--- src/rtl/cpu_wb_ctrl.sv ---
// cpu_wb_ctrl: T1/T2/T3 beat generator, in-order writeback queue and register-file write port.
// Optional CPU_WB_BYPASS_EN adds youngest-match forwarding of queued write data.
module cpu_wb_ctrl #(
    parameter int DEPTH = 4,
    parameter int AW    = 5,
    parameter int DW    = 32
) (
    input  logic                     clk,
    input  logic                     reset,
    output logic                     t1,
    output logic                     t2,
    output logic                     t3,
    input  logic                     wb_valid,
    output logic                     wb_ready,
    input  logic [AW-1:0]            wb_addr,
    input  logic [DW-1:0]            wb_data,
    output logic                     rf_we,
    output logic [AW-1:0]            rf_waddr,
    output logic [DW-1:0]            rf_wdata,
    input  logic [AW-1:0]            q_raddr1,
    input  logic [AW-1:0]            q_raddr2,
    output logic                     hazard1,
    output logic                     hazard2,
    output logic                     fwd_hit1,
    output logic [DW-1:0]            fwd_data1,
    output logic                     fwd_hit2,
    output logic [DW-1:0]            fwd_data2,
    output logic [$clog2(DEPTH):0]   count
);
    localparam int PW = $clog2(DEPTH);
    localparam int CW = PW + 1;
    typedef enum logic [1:0] {T1, T2, T3} beat_t;
    beat_t beat, beat_nxt;
    logic [AW-1:0] addr_q [DEPTH];
    logic [DW-1:0] data_q [DEPTH];
    logic [PW-1:0] head, tail;
    logic push, pop;
    logic [DEPTH-1:0] m1, m2;
    always_comb beat_nxt = beat == T1 ? T2 : beat == T2 ? T3 : T1;
    always_ff @(posedge clk) begin
        if (reset) begin
            beat <= T1;
            {t1, t2, t3} <= 3'b100;
        end else begin
            beat <= beat_nxt;
            t1 <= beat_nxt == T1;
            t2 <= beat_nxt == T2;
            t3 <= beat_nxt == T3;
        end
    end
    // writes to r0 complete the handshake but are never stored
    assign wb_ready = count != CW'(DEPTH);
    assign push     = wb_valid & wb_ready & (wb_addr != '0);
    assign rf_we    = t3 & (count != '0);
    assign pop      = rf_we;
    assign rf_waddr = count != '0 ? addr_q[head] : '0;
    assign rf_wdata = count != '0 ? data_q[head] : '0;
    always_ff @(posedge clk) begin
        if (reset) begin
            head  <= '0;
            tail  <= '0;
            count <= '0;
        end else begin
            if (push) begin
                addr_q[tail] <= wb_addr;
                data_q[tail] <= wb_data;
                tail <= tail + 1'b1;
            end
            if (pop) head <= head + 1'b1;
            count <= count + CW'(push) - CW'(pop);
        end
    end
    // match vectors are ordered by age: bit 0 is the oldest entry
    always_comb begin
        m1 = '0;
        m2 = '0;
        for (int k = 0; k < DEPTH; k++) begin
            m1[k] = (CW'(k) < count) && (q_raddr1 != '0) && (addr_q[head + PW'(k)] == q_raddr1);
            m2[k] = (CW'(k) < count) && (q_raddr2 != '0) && (addr_q[head + PW'(k)] == q_raddr2);
        end
    end
    assign hazard1 = |m1;
    assign hazard2 = |m2;
`ifdef CPU_WB_BYPASS_EN
    always_comb begin
        fwd_data1 = '0;
        fwd_data2 = '0;
        for (int k = 0; k < DEPTH; k++) begin
            if (m1[k]) fwd_data1 = data_q[head + PW'(k)];
            if (m2[k]) fwd_data2 = data_q[head + PW'(k)];
        end
    end
    assign fwd_hit1 = hazard1;
    assign fwd_hit2 = hazard2;
`else
    assign fwd_hit1  = 1'b0;
    assign fwd_hit2  = 1'b0;
    assign fwd_data1 = '0;
    assign fwd_data2 = '0;
`endif
endmodule

--- config.mk ---
export PLATFORM = sky130hd
export DESIGN_NAME = cpu_wb_ctrl
export DESIGN_NICKNAME = d
export VERILOG_FILES = /design/src/rtl/cpu_wb_ctrl.sv
export SDC_FILE = /design/constraint.sdc
export NUM_CORES = 1
export LEC_CHECK = 0
export BUFFER_PORTS_ARGS = -buffer_cell sky130_fd_sc_hd__buf_2
export CORE_MARGIN = 3
export CORE_UTILIZATION = 55
export DETAILED_ROUTE_END_ITERATION = 7
export GPL_TIMING_DRIVEN = 0
export HOLD_SLACK_MARGIN = 0.15
export PLACE_DENSITY = 0.85
export SYNTH_ARGS = -nofsm -noshare
export SYNTH_HDL_FRONTEND = slang
export SYNTH_SLANG_ARGS = --single-unit
export TNS_END_PERCENT = 30
--- constraint.sdc ---
create_clock -name clk -period 2.9 [get_ports clk]
set_clock_uncertainty 0.1 [all_clocks]
set_input_delay 0.145 -clock clk [delete_from_list [all_inputs] [get_ports clk]]
set_output_delay 0.145 -clock clk [all_outputs]
set_load 0.1 [all_outputs]
Word-level counts from Yosys, hierarchy flattened. Memory sizes are Yosys's and may differ from the RTL's. A register that Yosys moved wholly into a read port is not among the register bits. Cells that the tools add are included.

Bits in registers: 12. Bits in writable memories: 148. Input port bits: 50. Output and inout port bits: 113. Word-level logic and storage cells: 69. Memories: 2.

$add $sub $neg: 6. $lt $le $gt $ge: 4. Eq/ne operators: 12. Multiplexer cells: 11. Bitwise logic cells: 3. Reduce and logical (&&, ||, !) cells: 24.

Memory list: data_q (depth 4, bits a word 32, read ports 1, clocked after Yosys merged registers in 1, wr ports 1, RTL line 35) `logic [DW-1:0] data_q [DEPTH];`; addr_q (depth 4, bits a word 5, read ports 4, clocked after Yosys merged registers in 1, wr ports 1, RTL line 34) `logic [AW-1:0] addr_q [DEPTH];`.

Operators by type and width (count): 5-bit equality test (8); 32-bit 2-to-1 mux (1); 1-bit logical AND (16); 5-bit nonzero test (3); 2-bit 2-to-1 mux (6); 4-bit OR reduction (2); 1-bit by 3-bit < comparator with 1-bit output, first input constant (2); 2-bit by 3-bit < comparator with 1-bit output, first input constant (2); 5-bit 2-to-1 mux (1); 2-bit by 1-bit adder with 2-bit output, second input constant (2); 2-bit adder, second input constant (2); 2-bit by 1-bit equality test with 1-bit output, second input constant (2); 2-bit logical NOT (2); 3-bit by 1-bit adder with 3-bit output (1); 1-bit bitwise AND (3); 1-bit 2-to-1 mux (3); 3-bit inequality test, second input constant (1); 3-bit nonzero test (1); 3-bit by 1-bit subtractor with 3-bit output (1); 2-bit equality test, second input constant (1).

Depth between registers and ports, before layout. Gate-level depths: netlist of run 1.

Word-level depth: 6. Mapped depth: 10. Mapped depth without buffers: 10.

Worst setup path after synthesis of run 1. Ideal clock, no wire load.

Path type: flip-flop to flip-flop. Start: register count[1]. End: register count[2]. Library setup time: 0.127 ns. Arrival time: 3.914 ns. Required time: 2.673 ns. Slack: -1.241 ns. Cell stages (with the launch flop): 10. Path buffers: 0. Period minus slack after synthesis: 4.141 ns. Cells stage by stage: dfxtp_1 -> nor3_1 -> nor2b_1 -> ha_1 -> inv_1 -> ha_1 -> inv_1 -> fa_1 -> xnor2_1 -> nor2_1.

Elaborated cells on any way between the ends: 7. Classes of those cells: add/sub: 2; eq/ne: 1; bitwise: 3; reduce/logical: 1.

RTL lines: start, declared (RTL line 28) `output logic [$clog2(DEPTH):0] count`; start signal, assigned (RTL line 70) `count <= count + CW'(push) - CW'(pop);`; 3-bit nonzero test (RTL line 54) `assign rf_we = t3 & (count != '0);`; 1-bit bitwise AND (RTL line 54); net rf_we (RTL line 17) `output logic rf_we,`; 3-bit by 1-bit subtractor with 3-bit output (RTL line 70).

The timed path passes the listed nets, and every way through them passes these cells. A chain may end at the register's enable or synchronous reset.

Worst setup path after layout of run 1.
Start: register head[0]. End: output port hazard2.

Word-level cells in the longest chain between the ends: 5. Elaborated cells on any way between the ends: 11. Classes of those cells: add/sub: 3; eq/ne: 3; reduce/logical: 4; memory: 1.

RTL lines: start, declared (RTL line 36) `logic [PW-1:0] head, tail;`; start signal, assigned (RTL line 69) `if (pop) head <= head + 1'b1;`; 2-bit by 1-bit adder with 2-bit output / 2-bit adder (equally long branches) (RTL line 79) `m2[k] = (CW'(k) < count) && (q_raddr2 != '0) && (addr_q[head + PW'(k)] == q_raddr2);`; memory 4 x 5 bit *; 5-bit equality test (RTL line 79); 1-bit logical AND (RTL line 79); 4-bit OR reduction * (RTL line 83) `assign hazard2 = |m2;`; end, declared (RTL line 23) `output logic hazard2,`.

Mark *: on every way between the ends. The rest lies on a longest branch, timed or not.

==> qor_table.md, run 1 <==
| Parameter | Reported | Unit |
|---|---|---|
| Outcome | finished with violations | - |
| Violations in the final reports | setup timing | - |
| Relative contribution of combinational cells to total power | 44.2 | % |
| Synth top area share | 58.53 | % |
| DRC Markers | 0 | - |
| Most used standard cells in the synthesized netlist | sky130_fd_sc_hd__edfxtp_1, sky130_fd_sc_hd__buf_4, sky130_fd_sc_hd__nor2b_1, sky130_fd_sc_hd__mux4_2, sky130_fd_sc_hd__xnor2_1 | - |
| Wirelength per Cell | 17.72 | um |
| Origin of the critical flop-to-flop path | count[1] | - |
| Via count of the first global-routing pass | 4497 | - |
| Inserted Clock Buffers | 17 | - |
| Tightest Hold Check Type | primary input to flop | - |
| Dominant cells by area after synthesis | sky130_fd_sc_hd__edfxtp_1, sky130_fd_sc_hd__mux4_2, sky130_fd_sc_hd__buf_4 | - |
| Endpoint of the most critical register-to-register path | data_q[2][29] | - |
| H-tree lvl count | 4 | - |
| Register area share after synthesis | 61.69 | % |
| Initial antenna violation count | 0 | - |
| Kind of capture point of the worst setup path | output pin | - |
| Worst reg-to-reg path cell count | 5 | - |
| Power density cells | 936.9 | nW/um^2 |
| Starting density of the core | 56.89 | % |
| IO Pins | 163 | - |
| End of the critical path | hazard2 | - |
| Number of warning messages in the yosys log | 0 | - |
| Worst R2R Setup Slack | 0.52 | ns |
| Time the worst path needs with I/O delays and setup | 2.903 | ns |
| Via count | 4405 | - |
| Ys flop type | sky130_fd_sc_hd__edfxtp_1 | - |
| Mean Syn Cell Area | 16.76 | um^2 |
| Hold Violations, Final | 0 | - |
| Sequence of cells on the critical path | buf_8 > buf_8 > buf_4 > buf_4 > mux4_2 > xnor2_1 > nand4_1 > nor4_1 > or4b_4 > buf_12 | - |
| Number of instances in the synthesized netlist | 453 | - |
| WP data arrival | 2.66 | ns |
| Clock Latency Late Sink | 0.42 | ns |
| Hold Startpoint | wb_valid | - |
| Reported max-cap violation count | 0 | - |
| Design internal power | 4.891 | mW |
| Setup repair after global routing missed its margin | yes | - |
| Worst setup path startpoint | head[0] | - |
| Slew margin rel. | 31.57 | % |
| Cell count after placement | 780 | - |
| Height of the die | 123.5 | um |
| Max Fclk | 344.5 | MHz |
| Area growth, synth to finish | 27.50 | % |
| Tightest Pin Transition | 1.027 | ns |
| Combined flip-flop and latch cell area | 4693 | um^2 |
| Worst Slack Setup Final | -0.002959 | ns |
| Core area | 13350 | um^2 |
| Remaining antenna violation count | 0 | - |
| Clk root buf | sky130_fd_sc_hd__clkbuf_16 | - |
| All-Layer GR Usage | 20.72 | % |
| Cell area after synthesis | 7594 | um^2 |
| GP Congestion | 0.9964 | - |
| Maximum count of clock buffers along a single path | 2 | - |
| TritonCTS sink count | 160 | - |
| Number of library cell types mapped by synthesis | 31 | - |
| Area of the die | 15250 | um^2 |
| Total grt overflow | 0 | - |
| Total length of routed wires | 15280 | um |
| Fillcell total | 848 | - |
| Critical Path RT | 2.65 | ns |
| Post-CTS clock slew at the launch and capture registers of the worst setup and hold paths | 0.06 | ns |
| Flip-flop and latch count after synthesis | 160 | - |
| Kind of critical path | flop to output pin | - |
| DRT iter0 DRCs | 231 | - |
| Detailed Place HPWL | 9826 | um |
| Fin Hold WS | 0.2141 | ns |
| Largest driver fanout on the critical path | 8 | - |
| CTS tree | yes | - |
| Fraction of layout cells with a size suffix above 1 | 39.50 | % |
| Top-count cell post-synth | sky130_fd_sc_hd__edfxtp_1 | - |
| Delay of the slowest cell on the worst path | 0.54 | ns |
| Share of total power in sequential cells | 30.4 | % |
| Via-to-Cell Ratio | 5.110 | - |
| Ys async rst share | 0 | % |
| Area used by multi-input combinational logic | 2545 | um^2 |
| Maximum number of pins on one net before global-route repair | 38 | - |
| Reported leakage power | 3.700 | nW |
| Pre-CTS setup slack | 0.03282 | ns |
| Number of placement rows | 42 | - |
| NumNets Final | 732 | - |
| Count of port buffers added during placement | 86 | - |
| Non-filler cells, final | 862 | - |
| Number of enable flip-flop cells after synthesis | 148 | - |
| Number of iterations in the first detailed-routing pass | 4 | - |
| Ratio of final minimum period to clock period | 100.1 | % |
| Clock group share of total power | 25.4 | % |
| Nature of the critical path startpoint | flop | - |
| Width of the die | 123.5 | um |
| Total design power | 9.071 | mW |
| Wire length of the first global-routing pass | 23340 | um |
| Net switching power | 4.180 | mW |
| Fraction of power spent switching nets | 46.08 | % |
| Setup violation total in the final timing report | 1 | - |
| Inserted Diodes | 0 | - |
| Largest vdd supply drop | 0.7422 | mV |
| Slowest-stage cell, CP | sky130_fd_sc_hd__or4b_4 | - |
| Leading area contributor after synthesis | sky130_fd_sc_hd__edfxtp_1 | - |
| Number of pins with negative max-slew slack in the final report | 0 | - |
[power groups by stage]
stage	Clock [mW]	Sequential, mW	Combinational, mW
global placement	0	2.79	3.86
detailed placement	0	2.80	3.89
global route	2.43	2.77	4.17
finish	2.31	2.76	4.01
floorplan	0	2.93	3.18
CTS	2.33	2.76	3.99
[kinds of logic (layout without fill, tap and decap cells)]
logic type,after synthesis,after routing,share of synthesized area [%]
flops,160,160,61.69
buf+inv,101,269,8.601
simple gates,83,83,6.492
mux,53,53,16.25
xor+xnor,44,44,5.174
fa+ha+maj,9,9,1.582
compound gates,2,2,0.1647
other cells,1,66,0.04938
[through the flow]
stage	setup TNS [ns]	util [%]	instance area, um^2
2_1_floorplan	-0.6399	-	7868
3_3_place_gp	0	63.82	8518
3_5_place_dp	0	63.82	8518
4_1_cts	0	72.01	9612
5_1_grt	-0.1826	72.53	9682
6_report	-0.002959	72.53	9682
[registers in the layout, indices dropped and copies added, names as in the netlist, named ones only]
register / count
addr_q: 20
t1: 1
t3: 1
beat: 1
data_q: 128
tail: 2
count: 3
head: 2
[per-layer routing]
layer	track usage [%]	part of all wire [%]
met4	9.343	2.1
met1	25.01	38
met2	35.03	54
met5	0	0
met3	5.581	6.7
[layout by cell type (no fill, tap or decap), types with 2 or more instances in the layout]
master                            n
sky130_fd_sc_hd__and2_2           4
sky130_fd_sc_hd__buf_12           2
sky130_fd_sc_hd__buf_2           87
sky130_fd_sc_hd__buf_4           80
sky130_fd_sc_hd__buf_6            2
sky130_fd_sc_hd__buf_8            2
sky130_fd_sc_hd__bufinv_16        4
sky130_fd_sc_hd__clkbuf_1        17
sky130_fd_sc_hd__clkbuf_16       17
sky130_fd_sc_hd__clkinv_2         4
sky130_fd_sc_hd__conb_1          66
sky130_fd_sc_hd__dfxtp_1          5
sky130_fd_sc_hd__dfxtp_2          7
sky130_fd_sc_hd__dlygate4sd3_1   38
sky130_fd_sc_hd__edfxtp_1       148
sky130_fd_sc_hd__ha_1             8
sky130_fd_sc_hd__inv_1            9
sky130_fd_sc_hd__inv_6            3
sky130_fd_sc_hd__mux4_1           7
sky130_fd_sc_hd__mux4_2          45
sky130_fd_sc_hd__nand2_1          2
sky130_fd_sc_hd__nand4_1          9
sky130_fd_sc_hd__nor2_1          12
sky130_fd_sc_hd__nor2b_1         39
sky130_fd_sc_hd__nor3_1           2
sky130_fd_sc_hd__nor4_1           2
sky130_fd_sc_hd__nor4_2           2
sky130_fd_sc_hd__or4_1            5
sky130_fd_sc_hd__xnor2_1         27
sky130_fd_sc_hd__xnor2_2          5
sky130_fd_sc_hd__xor2_1          12
[repair_timing]
item | 4_1_cts | 5_1_grt
endpoints found under the setup margin | 32 | 3
gates cloned | 0 | 0
endpoints found under the hold margin | 157 | 0
hold buffers | 38 | 0
pin swaps | 6 | 5
gates resized for setup | 25 | 7
setup buffers | 8 | 5
[area by class of cell]
class | count | share of cell area [%]
clock buffers | 18 | 4.433
clock inverters | 14 | 1.926
inverters | 9 | 0.3489
plain buffers | 91 | 6.526
flip-flops and latches | 160 | 48.48
multi-input cells | 257 | 26.29
well taps | 176 | 2.274
repair buffers | 137 | 9.731
[worst max-delay path, delay by kind of cell, from the launching register on]
family / cells / cell delay [ns]
xor+xnor: 1 / 0.15
buf+inv: 5 / 0.70
mux: 1 / 0.31
simple gates: 3 / 0.75
flops: 1 / 0.32
[worst min path at each step]
stage                    end  cells after the start
2_1_floorplan   addr_q[0][0]                      0
3_3_place_gp   data_q[0][20]                      1
3_5_place_dp    data_q[3][1]                      1
4_1_cts              tail[1]                      4
5_1_grt              tail[1]                      4
6_report             tail[1]                      4
Note: power is estimated with default switching activity, not from simulation.
==> run 2: changes to the inputs <==
- PLACE_DENSITY: 0.85 -> 0.8
==> run 2 against run 1 <==
Sequential share of layout area is 0.18 points higher. The flow still finishes with violations (setup timing). Core utilization is 0.29 points lower. Routed wire length is 2.9% lower. Design area is 0.40% lower.
==> qor_table.md, run 2 (synthesis gave the netlist of run 1 again) <==
| Parameter | Reported | Unit |
|---|---|---|
| H-tree lvl count | 4 | - |
| Reported max-cap violation count | 0 | - |
| Critical Path RT | 2.65 | ns |
| Worst Slack Setup Final | -0.01453 | ns |
| Biggest register | data_q | - |
| Pre-CTS setup slack | 0.04777 | ns |
| Largest driver fanout on the critical path | 8 | - |
| Inserted Clock Buffers | 17 | - |
| Number of pins with negative max-slew slack in the final report | 0 | - |
| Delay of the slowest cell on the worst path | 0.56 | ns |
| Most used cells in the layout excluding fill and tap cells | sky130_fd_sc_hd__edfxtp_1, sky130_fd_sc_hd__buf_2, sky130_fd_sc_hd__buf_4 | - |
| Violations in the final reports | setup timing | - |
| Fraction of layout cells with a size suffix above 1 | 38.86 | % |
| Setup Total Neg Slack | -0.01453 | ns |
| All-Layer GR Usage | 20.21 | % |
| Hold Violations, Final | 0 | - |
| Core area | 13350 | um^2 |
| Fraction of power spent switching nets | 46.45 | % |
| Wirelength per Cell | 17.29 | um |
| Final Util | 72.24 | % |
| Outcome | finished with violations | - |
| Number of buffer and inverter instances along the worst setup path | 5 | - |
| Most common cell after layout, fill and taps aside | sky130_fd_sc_hd__edfxtp_1 | - |
| Starting density of the core | 56.89 | % |
| GP Congestion | 1.001 | - |
| Largest vdd supply drop | 0.7426 | mV |
| DRC Markers | 0 | - |
| Via-to-Cell Ratio | 5.049 | - |
| Power density cells | 929.1 | nW/um^2 |
| Flip-flop count of the largest register after layout | 128 | - |
| Time the worst path needs with I/O delays and setup | 2.915 | ns |
| Net switching power | 4.162 | mW |
| IO Pins | 163 | - |
| Maximum count of clock buffers along a single path | 2 | - |
| Wire length of the first global-routing pass | 22650 | um |
| Slew margin rel. | 31.00 | % |
| Number of iterations in the first detailed-routing pass | 4 | - |
| Width of the die | 123.5 | um |
| Cell type group with the largest total delay on the critical path | simple AND/OR/NAND/NOR gates | - |
| Setup repair after global routing missed its margin | yes | - |
| Detailed Place HPWL | 9623 | um |
| Kind of capture point of the worst setup path | output pin | - |
| Share of total power in sequential cells | 30.8 | % |
| Total grt overflow | 0 | - |
| Initial antenna violation count | 0 | - |
| Tightest Hold Check Type | primary input to flop | - |
| Via count | 4332 | - |
| Height of the die | 123.5 | um |
| Area growth, synth to finish | 26.99 | % |
| Design internal power | 4.798 | mW |
| Clock Latency Late Sink | 0.41 | ns |
| Maximum number of pins on one net before global-route repair | 38 | - |
| Number of placement rows | 42 | - |
| Post-CTS clock slew at the launch and capture registers of the worst setup and hold paths | 0.06 | ns |
| Inserted Diodes | 0 | - |
| Setup violation total in the final timing report | 1 | - |
| Tightest Pin Transition | 1.035 | ns |
| Sequence of cells on the critical path | buf_8 > buf_8 > buf_12 > buf_4 > mux4_2 > xnor2_1 > nand4_1 > nor4_1 > or4b_4 > buf_12 | - |
| Area of the die | 15250 | um^2 |
| Total length of routed wires | 14840 | um |
| Reported leakage power | 3.678 | nW |
| Max Fclk | 343.1 | MHz |
| WP data arrival | 2.67 | ns |
| Fin Hold WS | 0.2158 | ns |
| Count of port buffers added during placement | 86 | - |
| DRT iter0 DRCs | 158 | - |
| CTS tree | yes | - |
| Relative contribution of combinational cells to total power | 44.7 | % |
| Slowest-stage cell, CP | sky130_fd_sc_hd__or4b_4 | - |
| NumNets Final | 728 | - |
| Kind of critical path | flop to output pin | - |
| Remaining antenna violation count | 0 | - |
| Clk root buf | sky130_fd_sc_hd__clkbuf_16 | - |
| Clock group share of total power | 24.5 | % |
| Via count of the first global-routing pass | 4393 | - |
| Registers with the most flip-flops | data_q (128), addr_q (20), count (3) | - |
| TritonCTS sink count | 160 | - |
| Ratio of final minimum period to clock period | 100.5 | % |
| Nature of the critical path startpoint | flop | - |
[run 2: timing repair]
action                                 CTS  global route
pin swaps                                0             6
hold buffers                            38             0
setup endpoints to repair               32             3
resized for setup                       13            16
setup buffers                            6             3
endpoints found under the hold margin  157             0
[run 2: per-layer routing]
layer / vias up / global-route usage (%) / wire length [um]
li1: 2011 / - / -
met1: 2107 / 23.85 / 5734
met2: 183 / 34.59 / 7787
met3: 31 / 5.764 / 964
met4: 0 / 8.927 / 350
met5: - / 0 / 0
[run 2: cell type report]
cell class,instances,area (um^2)
Sequential cell,160,4692
Clock inverter,15,166.4
Timing Repair Buffer,133,915.9
Buffer,91,633.1
Fill cell,828,3705
Multi-Input combinational cell,257,2556
Clock buffer,17,425.4
Inverter,9,33.78
Tap cell,176,220.2
[run 2: through the flow]
step,std cells,power (mW),area (um^2)
2_1_floorplan,518,6.104,7868
3_3_place_gp,780,6.648,8518
3_5_place_dp,780,6.694,8518
4_1_cts,855,8.962,9548
5_1_grt,858,9.280,9643
6_report,858,8.960,9643
[run 2: final timing paths]
| path | start | end | slack [ns] | cells past startpoint |
|---|---|---|---|---|
| worst min register to register | beat[0] | t3 | 0.34 | 2 |
| worst min-delay path | wb_valid | tail[0] | 0.22 | 4 |
| worst max register to register | count[0] | data_q[2][25] | 0.50 | 5 |
| worst max-delay path | head[0] | hazard2 | -0.01 | 10 |
[run 2: worst register-to-register path: cells and delay by family (launching register included)]
family	cells	cell delay, ns
and+or+nand+nor	3	1.18
AOI/OAI and AO/OA	1	0.23
buffers and inverters	1	0.09
DFF	1	0.37
[run 2: power by group through the flow]
| stage | logic (mW) | registers [mW] | clock network (mW) |
|---|---|---|---|
| 2_1_floorplan | 3.18 | 2.93 | 0 |
| 3_3_place_gp | 3.86 | 2.79 | 0 |
| 3_5_place_dp | 3.89 | 2.80 | 0 |
| 4_1_cts | 3.97 | 2.75 | 2.24 |
| 5_1_grt | 4.16 | 2.77 | 2.35 |
| 6_report | 4.01 | 2.76 | 2.20 |
==> run 3: changes to the inputs <==
- ABC_CLOCK_PERIOD_IN_PS: unset -> 2900
- SKIP_CTS_REPAIR_TIMING: unset -> 1
==> run 3 against run 2 <==
The flow still finishes with violations (setup timing). Setup slack lost 0.0030 ns. Routed wire length is 1.0% lower. Combinational power about the same. Global-route usage is 1.2 points lower. Count of clock-buffer cells in the layout stayed put.
==> qor_table.md, run 3 (synthesis gave the netlist of run 1 again) <==
| Parameter | Reported | Unit |
|---|---|---|
| Hold Startpoint | wb_valid | - |
| Outcome | finished with violations | - |
| CP most frequent cell | sky130_fd_sc_hd__nand4_1 | - |
| Starting density of the core | 56.89 | % |
| Tightest Hold Check Type | primary input to flop | - |
| Via-to-Cell Ratio | 5.090 | - |
| Ratio of final minimum period to clock period | 100.6 | % |
| Area growth, synth to finish | 26.54 | % |
| Kind of capture point of the worst setup path | output pin | - |
| Clk root buf | sky130_fd_sc_hd__clkbuf_16 | - |
| Most used cells in the layout excluding fill and tap cells | sky130_fd_sc_hd__edfxtp_1, sky130_fd_sc_hd__buf_2, sky130_fd_sc_hd__buf_4 | - |
| Area of the die | 15250 | um^2 |
| Fillcell total | 841 | - |
| Pre-CTS setup slack | 0.04777 | ns |
| Wire length of the first global-routing pass | 21220 | um |
| GP Congestion | 1.001 | - |
| Post-CTS clock slew at the launch and capture registers of the worst setup and hold paths | 0.06 | ns |
| Worst reg-to-reg path cell count | 5 | - |
| NumNets Final | 725 | - |
| Maximum count of clock buffers along a single path | 2 | - |
| IO Pins | 163 | - |
| Reported max-cap violation count | 0 | - |
| Largest driver fanout on the critical path | 8 | - |
| Reported leakage power | 3.660 | nW |
| Slowest-stage cell, CP | sky130_fd_sc_hd__mux4_2 | - |
| Registers with the most flip-flops | data_q (128), addr_q (20), count (3) | - |
| Nature of the critical path startpoint | flop | - |
| Detailed Place HPWL | 9623 | um |
| Slew margin rel. | 31.78 | % |
| Inserted Clock Buffers | 17 | - |
| Non-filler cells, final | 855 | - |
| Violations in the final reports | setup timing | - |
| Largest vdd supply drop | 0.6469 | mV |
| WP data arrival | 2.67 | ns |
| Most common cell after layout, fill and taps aside | sky130_fd_sc_hd__edfxtp_1 | - |
| Cell count after placement | 780 | - |
| Total length of routed wires | 14690 | um |
| Height of the die | 123.5 | um |
| Origin of the critical flop-to-flop path | count[0] | - |
| Power density cells | 932.4 | nW/um^2 |
| Inserted Diodes | 0 | - |
| Biggest register | data_q | - |
| Worst setup path startpoint | head[0] | - |
| Fraction of layout cells with a size suffix above 1 | 39.03 | % |
| Total grt overflow | 0 | - |
| Setup repair after global routing missed its margin | yes | - |
| Tightest Pin Transition | 1.023 | ns |
| Wirelength per Cell | 17.18 | um |
| Worst R2R Setup Slack | 0.53 | ns |
| CTS tree | yes | - |
| DRT iter0 DRCs | 188 | - |
| Endpoint of the most critical register-to-register path | data_q[2][31] | - |
| Kind of critical path | flop to output pin | - |
| Max Fclk | 342.8 | MHz |
| Maximum number of pins on one net before global-route repair | 38 | - |
| All-Layer GR Usage | 19.05 | % |
| Via count | 4352 | - |
| Number of iterations in the first detailed-routing pass | 5 | - |
| H-tree lvl count | 4 | - |
| Number of placement rows | 42 | - |
| Clock Latency Late Sink | 0.41 | ns |
| Time the worst path needs with I/O delays and setup | 2.918 | ns |
| Remaining antenna violation count | 0 | - |
| Standard cell area after detailed placement | 8518 | um^2 |
| Final Cell Area | 9609 | um^2 |
| Sequence of cells on the critical path | buf_6 > buf_4 > mux4_2 > xnor2_1 > nand4_1 > or4_1 > nand4_1 > buf_8 | - |
| End point of the worst hold path | tail[0] | - |
| Hold Path Depth | 4 | - |
| Delay of the slowest cell on the worst path | 0.52 | ns |
| Core area | 13350 | um^2 |
| Critical Path RT | 2.65 | ns |
| Width of the die | 123.5 | um |
| Worst Slack Setup Final | -0.01752 | ns |
| Flip-flop count of the largest register after layout | 128 | - |
| Via count of the first global-routing pass | 4105 | - |
| DRC Markers | 0 | - |
| TritonCTS sink count | 160 | - |
| Number of pins with negative max-slew slack in the final report | 0 | - |
| Setup violation total in the final timing report | 1 | - |
| Hold Violations, Final | 0 | - |
| Initial antenna violation count | 0 | - |
| Count of port buffers added during placement | 86 | - |
run 3: area by class of cell:
class	count	area, um^2	area share (%)
Sequential cell	160	4692	48.83
Tap cell	176	220.2	2.292
Clock buffer	17	425.4	4.427
Multi-Input combinational cell	257	2546	26.50
Timing Repair Buffer	130	880.8	9.167
Buffer	91	644.4	6.706
Inverter	9	33.78	0.3516
Clock inverter	15	166.4	1.732
run 3: where the power goes:
| group | switching [mW] | internal, mW |
|---|---|---|
| Sequential | 0.0684 | 2.69 |
| Combinational | 3.24 | 0.761 |
| Clock | 0.858 | 1.35 |
run 3: worst max path at each step:
stage	endpoint	slack, ns	cells after the start
after global placement	hazard2	0.05	7
final	hazard1	-0.02	8
after floorplan	rf_wdata[10]	-0.02	4
after global routing	hazard2	-0.10	7
after CTS	hazard1	-0.42	7
after detailed placement	hazard1	0.05	7
run 3: critical path, delay by kind of cell, from the launching register on:
kind          cells  cell delay (ns)
xor+xnor          1             0.21
buf+inv           3             0.49
flops             1             0.32
mux               1             0.52
simple gates      3             0.70
run 3: routing by layer:
layer / up-vias / global-route usage (%) / routed length (um)
met5: - / 0 / 0
met4: 0 / 8.789 / 329
met3: 30 / 6.084 / 1038
met2: 192 / 31.53 / 7554
met1: 2118 / 22.86 / 5763
li1: 2012 / - / -
run 3: stage by stage:
step / total power [mW] / hold slack (ns) / util [%] / setup TNS, ns
floorplan: 6.104 / 0.1439 / - / -0.6399
global placement: 6.648 / 0.2545 / 63.82 / 0
detailed placement: 6.694 / 0.2605 / 63.82 / 0
CTS: 8.892 / -0.1787 / 68.25 / -2.666
global route: 9.273 / 0.2243 / 71.99 / -0.1777
finish: 8.960 / 0.2096 / 71.99 / -0.01752
